[config.mk]
export PLATFORM = sky130hd
export DESIGN_NAME = pe_tree_acc
export DESIGN_NICKNAME = d
export VERILOG_FILES = /design/src/rtl/pe_tree_acc.sv
export SDC_FILE = /design/constraint.sdc
export NUM_CORES = 2
export LEC_CHECK = 0
export ABC_AREA = 0
export BUFFER_PORTS_ARGS = -buffer_cell sky130_fd_sc_hd__buf_2
export CORE_MARGIN = 2
export CORE_UTILIZATION = 60
export DETAILED_ROUTE_END_ITERATION = 8
export PLACE_DENSITY = 0.78
export SLEW_MARGIN = 20
export SYNTH_ARGS = -nofsm -noshare
export SYNTH_HDL_FRONTEND = slang
export SYNTH_SLANG_ARGS = --single-unit
[constraint.sdc]
create_clock -name clk -period 11.1 [get_ports clk]
set_clock_uncertainty 0.2 [all_clocks]
set_input_delay 0.555 -clock clk [delete_from_list [all_inputs] [get_ports clk]]
set_output_delay 0.555 -clock clk [all_outputs]
set_load 0.005 [all_outputs]
[src/rtl/pe_tree_acc.sv]
// Dot-product PE: per-beat multiply, pipelined log2 adder tree, group accumulate, bias add.
// Define PE_SAT_EN for saturating (sticky) accumulation and bias add; otherwise sums wrap.
module pe_tree_acc #(
    parameter int NUM_ELE   = 8,
    parameter int ELE_BITS  = 8,
    parameter int OUT_BITS  = 32,
    parameter int BIAS_BITS = 32
) (
    input  logic                          clk,
    input  logic                          reset,
    input  logic [NUM_ELE*ELE_BITS-1:0]   act_in,
    input  logic [NUM_ELE*ELE_BITS-1:0]   ker_in,
    input  logic                          ker_signed,
    input  logic                          valid_in,
    input  logic                          final_in,
    input  logic [BIAS_BITS-1:0]          bias_in,
    output logic                          valid_out,
    output logic [OUT_BITS-1:0]           macb_out,
    output logic [OUT_BITS-1:0]           act_sum_out
);
    localparam int L  = $clog2(NUM_ELE);
    localparam int PW = 2*ELE_BITS + 2;
    localparam int TW = PW + L;
    localparam int DW = NUM_ELE*ELE_BITS;
`ifdef PE_SAT_EN
    localparam int SW = ((TW > OUT_BITS) ? TW : OUT_BITS) + 1;
`else
    localparam int SW = (TW > OUT_BITS) ? TW : OUT_BITS;
`endif

    logic [DW-1:0]        act_s0_reg, ker_s0_reg;
    logic                 sgn_s0_reg;
    logic [L+2:0]         vld_sr_reg, fin_sr_reg;
    logic [BIAS_BITS-1:0] bias_sr_reg [L+3];

    always_ff @(posedge clk or negedge reset) begin
        if (!reset) begin
            act_s0_reg <= '0;
            ker_s0_reg <= '0;
            sgn_s0_reg <= 1'b0;
            vld_sr_reg <= '0;
            fin_sr_reg <= '0;
            for (int s = 0; s <= L+2; s++) bias_sr_reg[s] <= '0;
        end else begin
            act_s0_reg     <= valid_in ? act_in : '0;
            ker_s0_reg     <= valid_in ? ker_in : '0;
            sgn_s0_reg     <= ker_signed;
            vld_sr_reg     <= {vld_sr_reg[L+1:0], valid_in};
            fin_sr_reg     <= {fin_sr_reg[L+1:0], final_in};
            bias_sr_reg[0] <= bias_in;
            for (int s = 1; s <= L+2; s++) bias_sr_reg[s] <= bias_sr_reg[s-1];
        end
    end

    // Level 0 holds products and pairwise activation sums; the activation tree is
    // therefore one level ahead and its last level is a plain register for alignment.
    for (genvar gi = 0; gi <= L; gi++) begin : g_lvl
        localparam int MN  = NUM_ELE >> gi;
        localparam int MW  = PW + gi;
        localparam int AN  = (gi < L) ? (NUM_ELE >> (gi + 1)) : 1;
        localparam int AWL = ELE_BITS + 1 + gi;
        logic signed [MW-1:0] mac_reg [MN];
        logic [AWL-1:0]       act_reg [AN];

        if (gi == 0) begin : g_mul
            always_ff @(posedge clk or negedge reset) begin
                if (!reset) begin
                    for (int j = 0; j < MN; j++) mac_reg[j] <= '0;
                    for (int j = 0; j < AN; j++) act_reg[j] <= '0;
                end else begin
                    for (int j = 0; j < MN; j++)
                        mac_reg[j] <= PW'($signed({1'b0, act_s0_reg[j*ELE_BITS +: ELE_BITS]})) *
                                      PW'($signed({sgn_s0_reg & ker_s0_reg[j*ELE_BITS + ELE_BITS - 1],
                                                   ker_s0_reg[j*ELE_BITS +: ELE_BITS]}));
                    for (int j = 0; j < AN; j++)
                        act_reg[j] <= AWL'(act_s0_reg[2*j*ELE_BITS +: ELE_BITS]) +
                                      AWL'(act_s0_reg[(2*j+1)*ELE_BITS +: ELE_BITS]);
                end
            end
        end else begin : g_add
            always_ff @(posedge clk or negedge reset) begin
                if (!reset) begin
                    for (int j = 0; j < MN; j++) mac_reg[j] <= '0;
                end else begin
                    for (int j = 0; j < MN; j++)
                        mac_reg[j] <= MW'(g_lvl[gi-1].mac_reg[2*j]) + MW'(g_lvl[gi-1].mac_reg[2*j+1]);
                end
            end
            if (gi < L) begin : g_act_add
                always_ff @(posedge clk or negedge reset) begin
                    if (!reset) begin
                        for (int j = 0; j < AN; j++) act_reg[j] <= '0;
                    end else begin
                        for (int j = 0; j < AN; j++)
                            act_reg[j] <= AWL'(g_lvl[gi-1].act_reg[2*j]) + AWL'(g_lvl[gi-1].act_reg[2*j+1]);
                    end
                end
            end else begin : g_act_pass
                always_ff @(posedge clk or negedge reset) begin
                    if (!reset) act_reg[0] <= '0;
                    else        act_reg[0] <= AWL'(g_lvl[gi-1].act_reg[0]);
                end
            end
        end
    end

`ifdef PE_SAT_EN
    function automatic logic ovf(input logic [SW-1:0] v);
        return v[SW-1:OUT_BITS-1] != {(SW-OUT_BITS+1){v[SW-1]}};
    endfunction
`endif

    function automatic logic [OUT_BITS-1:0] fit(input logic [SW-1:0] v);
`ifdef PE_SAT_EN
        if (ovf(v)) return {v[SW-1], {(OUT_BITS-1){~v[SW-1]}}};
`endif
        return v[OUT_BITS-1:0];
    endfunction

    logic signed [OUT_BITS-1:0] acc_reg, act_acc_reg, acc_base, act_base;
    logic                       restart_reg;
    logic [SW-1:0]              mac_sum_next, act_sum_next, macb_next;
`ifdef PE_SAT_EN
    logic                       acc_sat_reg;
`endif

    always_comb begin
        acc_base     = restart_reg ? '0 : acc_reg;
        act_base     = restart_reg ? '0 : act_acc_reg;
        mac_sum_next = SW'(acc_base) + SW'(g_lvl[L].mac_reg[0]);
        act_sum_next = SW'(act_base) + SW'(g_lvl[L].act_reg[0]);
        macb_next    = SW'(acc_reg) + SW'($signed(bias_sr_reg[L+2]));
    end

    always_ff @(posedge clk or negedge reset) begin
        if (!reset) begin
            acc_reg     <= '0;
            act_acc_reg <= '0;
            restart_reg <= 1'b1;
`ifdef PE_SAT_EN
            acc_sat_reg <= 1'b0;
`endif
        end else if (vld_sr_reg[L+1]) begin
            restart_reg <= fin_sr_reg[L+1];
            act_acc_reg <= fit(act_sum_next);
`ifdef PE_SAT_EN
            // Once clamped, the group sum is frozen until the next group starts.
            if (restart_reg || !acc_sat_reg) begin
                acc_reg     <= fit(mac_sum_next);
                acc_sat_reg <= ovf(mac_sum_next);
            end
`else
            acc_reg <= fit(mac_sum_next);
`endif
        end
    end

    always_ff @(posedge clk or negedge reset) begin
        if (!reset) begin
            valid_out   <= 1'b0;
            macb_out    <= '0;
            act_sum_out <= '0;
        end else begin
            valid_out <= vld_sr_reg[L+2] & fin_sr_reg[L+2];
            if (vld_sr_reg[L+2] & fin_sr_reg[L+2]) begin
                macb_out    <= fit(macb_next);
                act_sum_out <= act_acc_reg;
            end
        end
    end
endmodule

Yosys cells after proc, flatten, opt, wreduce, memory -nomap -nowiden
Cells that the tools add are included.
{ "word_totals": {"ff_bits": 822, "in_bits": 165, "out_inout_bits": 65, "elab_cells": 78} }
{ "classes": {"n_addsub": 17, "mul": 8, "muxes": 4, "bitwise": 9} }
{ "ops": {"columns": ["cell", "count"], "rows": [
  ["multiplier 9 x 9 -> 18 bit", 8],
  ["2-to-1 mux 64 bit", 2],
  ["adder 18 x 18 -> 19 bit", 4],
  ["2-to-1 mux 32 bit", 2],
  ["adder 19 x 19 -> 20 bit", 2],
  ["adder 8 x 8 -> 9 bit", 4],
  ["adder 32 x 11 -> 32 bit", 1],
  ["adder 32 x 21 -> 32 bit", 1],
  ["adder 32 bit", 1],
  ["adder 20 x 20 -> 21 bit", 1],
  ["adder 9 x 9 -> 10 bit", 2],
  ["adder 10 x 10 -> 11 bit", 1],
  ["bitwise AND 1 bit", 9]
]} }

Logic depth before layout (Yosys ltp)
{ "depth": {"depth_word": 2, "ltp_mapped": 23, "depth_no_buf": 22} }

Worst setup path before layout
No wires, ideal clock.
{ "synth_timing": {"kind": "register -> register", "start": "reg sgn_s0_reg", "end": "reg g_lvl[0].mac_reg[17] (netlist bit)", "setup_time_ns": 0.134, "arrival_time_ns": 5.119, "required_ns": 10.766, "setup_slack_ns": 5.647, "path_stages_with_launch": 22, "n_path_buf": 1, "synth_period_minus_slack_ns": 5.453, "path_cell_list": "dfrtp_1 -> clkbuf_1 -> nand2_1 -> or2_2 -> fa_1 -> fa_1 -> inv_1 -> fa_1 -> fa_1 -> inv_1 -> fa_1 -> inv_1 -> ha_1 -> o21ai_0 -> a21boi_0 -> o21ai_0 -> a21oi_1 -> a21oi_1 -> nor2b_1 -> o21a_1 -> o41ai_1 -> xnor2_1"} }
{ "synth_via": {"elab_chain_cells": 2} }
{ "synth_rtl": {"columns": ["item", "line_no", "source"], "rows": [
  ["from (decl)", "32", "logic sgn_s0_reg;"],
  ["from (signal assigned)", "47", "sgn_s0_reg <= ker_signed;"],
  ["bitwise AND 1 bit", "73", "PW'($signed({sgn_s0_reg & ker_s0_reg[j*ELE_BITS + ELE_BITS - 1],"],
  ["multiplier 9 x 9 -> 18 bit", "72", "mac_reg[j] <= PW'($signed({1'b0, act_s0_reg[j*ELE_BITS +: ELE_BITS]})) *"],
  ["to (signal, indexed assignment)", "72", null],
  ["to (decl)", "62", "logic signed [MW-1:0] mac_reg [MN];"]
]} }
No other way between the ends.
A chain may end at the register's enable or synchronous reset.

Final worst setup path
{ "layout_timing": {"start": "reg sgn_s0_reg", "end": "reg g_lvl[0].mac_reg[87] (netlist bit)"} }
The elaborated chain is that of the path after synthesis.

==> metrics <==
max reg flops 281; num rows 109; R2R cell count 20; Vert. Die Dim 303 um; reg2reg end g_lvl[0].mac_reg[87]; CTS Buffer Depth 3; TNS Setup 0 ns; grt ovf 0; pins over their slew limit 0; Hold Path Class input port to flop; Post-CTS Setup Repair Bufs 0; post-CTS resize count 0; DRC Markers 0; Post-Syn Nets 6146; post-route ant nets 0; Worst EP arrival 6.77 ns; first-pass GRT wire length 189000 um; port bufs 229; CTS clk-pin slew, worst paths 0.06 ns; GRT Overall Usage 0.257; vias per cell 5.40; status completed; count of cell types in the netlist 74; Tightest Pin Transition 0.961 ns; vias after detailed routing 35600; I/O pins 230; drt total wl 113000 um; CP Max Fanout 10; commonest non-fill, non-tap cell in the layout dfrtp_1; Post-synth EDFFs 0; setup violators final 0; Max-cap violations 0; initial antenna violation count 1; minimum clock period 6.40 ns; M3 GR Usage 0.0321; Synth Register Bits 822; unrepaired setup endpoints after global routing false; P per Cell Area 189 nW/um2; initial core utilization 0.607; peak supply drop 0.000126 V; crit path kind flop to flop; crit path capture type flop; Total Power 0.0115 W; Worst-Skew Late Latency 0.67 ns; Slew headroom 0.359; synthesized area 53800 um2; met2 Use GR 0.449; Post-Synthesis Cells 4933; Final period util 0.576; CP Launch Type flop; full die area 92000 um2; Crit. Startpoint sgn_s0_reg; Die X 303 um; Synth Flop Type dfrtp_1; TritonRoute pass-1 iters 5; Synth Warn # 0; H-tree Lvls 3; P&R area growth vs syn 13.4%; nets 6552; number of global-route vias before repair 37700; Post-synth ARST share 1.00; maximum number of pins on one net before global-route repair 164; Post-DP HPWL 83300 um; met1 Track Usage GR 0.337; TritonCTS buffer count 89; commonest cells after routing, fill and taps aside dfrtp_1, ha_1, inv_1; root buf cell clkbuf_16; hold buffers post-CTS 161; Hold Vio Cnt, Final 0; critical path capture point g_lvl[0].mac_reg[87]; hold path cells 2; Seq/Total Area, Yosys 0.383; clock sinks 822; CORE AREA 88600 um2; leak pwr 32.1 nW; worst reg2reg startpoint sgn_s0_reg; mean area per synthesized cell 10.9 um2; Fmax 156 MHz; routed len/inst 17.2 um; TritonCTS clock tree yes; GR peak layer met2; RD Place Congestion 0.891; R2R setup slack 4.70 ns; Initial DRC Count 2003; fraction of layout cells with a size suffix above 1 0.0958; Worst Path Required 11.47 ns
==> worst max-delay path, stage by stage, from the launching register on <==
cell      delay, ns
dfrtp_1        0.88
nand2_1        0.44
or2_2          0.41
fa_1           0.46
fa_1           0.49
inv_1          0.05
fa_1           0.45
fa_1           0.50
inv_1          0.05
fa_1           0.49
inv_1          0.04
ha_1           0.31
a21oi_1        0.23
o21bai_1       0.09
a21oi_1        0.23
o21bai_1       0.09
a21oi_1        0.26
nor2b_1        0.07
o21ai_0        0.21
nor2b_1        0.21
xnor2_1        0.14
==> metrics by stage <==
stage,setup WS (ns),utilization,std cells,hold slack (ns),cell area (um2)
2_1_floorplan,5.65,-,4933,0.0594,53800
3_3_place_gp,4.87,0.633,6252,0.131,56200
3_5_place_dp,4.72,0.633,6252,0.135,56200
4_1_cts,4.67,0.688,6580,0.0168,60900
5_1_grt,4.34,0.688,6580,0.0359,61000
6_report,4.70,0.688,6582,0.0831,61000
==> power by group <==
group	internal, W	switching (W)
Sequential	0.00363	0.000416
Clock	0.00187	0.00127
Combinational	0.00200	0.00234
Total	0.00749	0.00403
==> Yosys cell counts (107+ instances only) <==
cell type,count,share of area
nor2_1,193,0.013
xnor2_1,238,0.039
nand2_1,339,0.024
ha_1,687,0.16
and2_1,452,0.053
nor2b_1,107,0.012
o21ai_0,148,0.014
fa_1,361,0.13
a21oi_1,210,0.020
inv_1,570,0.040
dfrtp_1,821,0.38
a21o_1,111,0.015
==> layout make-up <==
cell class | instances | area [um2]
Multi-Input combinational cell | 3453 | 30700
Timing Repair Buffer | 402 | 2880
Inverter | 571 | 2140
Antenna cell | 2 | 5.00
Sequential cell | 822 | 20600
Clock inverter | 51 | 682
Clock buffer | 116 | 2500
Fill cell | 6488 | 27700
Tap cell | 1165 | 1460
==> kinds of logic (layout without fill, tap and decap cells) <==
group / count (synthesis) / in the layout / share of synthesized area
flip-flops: 822 / 822 / 0.383
XOR/XNOR: 329 / 329 / 0.0536
multiplexers: 71 / 71 / 0.0148
AO/OA/AOI/OAI: 691 / 691 / 0.0820
AND/OR/NAND/NOR: 1314 / 1314 / 0.127
other: 0 / 2 / 0
adder cells (fa/ha/maj): 1048 / 1048 / 0.294
buffers and inverters: 658 / 1140 / 0.0461
==> worst min path at each step <==
stage	start	end
2_1_floorplan	reset	acc_reg[0]
3_3_place_gp	vld_sr_reg[2]	vld_sr_reg[3]
3_5_place_dp	bias_sr_reg[44]	bias_sr_reg[12]
4_1_cts	ker_in[0]	ker_s0_reg[0]
5_1_grt	ker_in[0]	ker_s0_reg[0]
6_report	ker_in[2]	ker_s0_reg[2]
==> layer usage <==
layer,up-vias,routed length [um]
met5,-,10
met4,2,3240
met3,212,4210
met2,743,57100
met1,17700,48700
li1,17000,-
No activity file was read; power rests on OpenSTA's default activity.
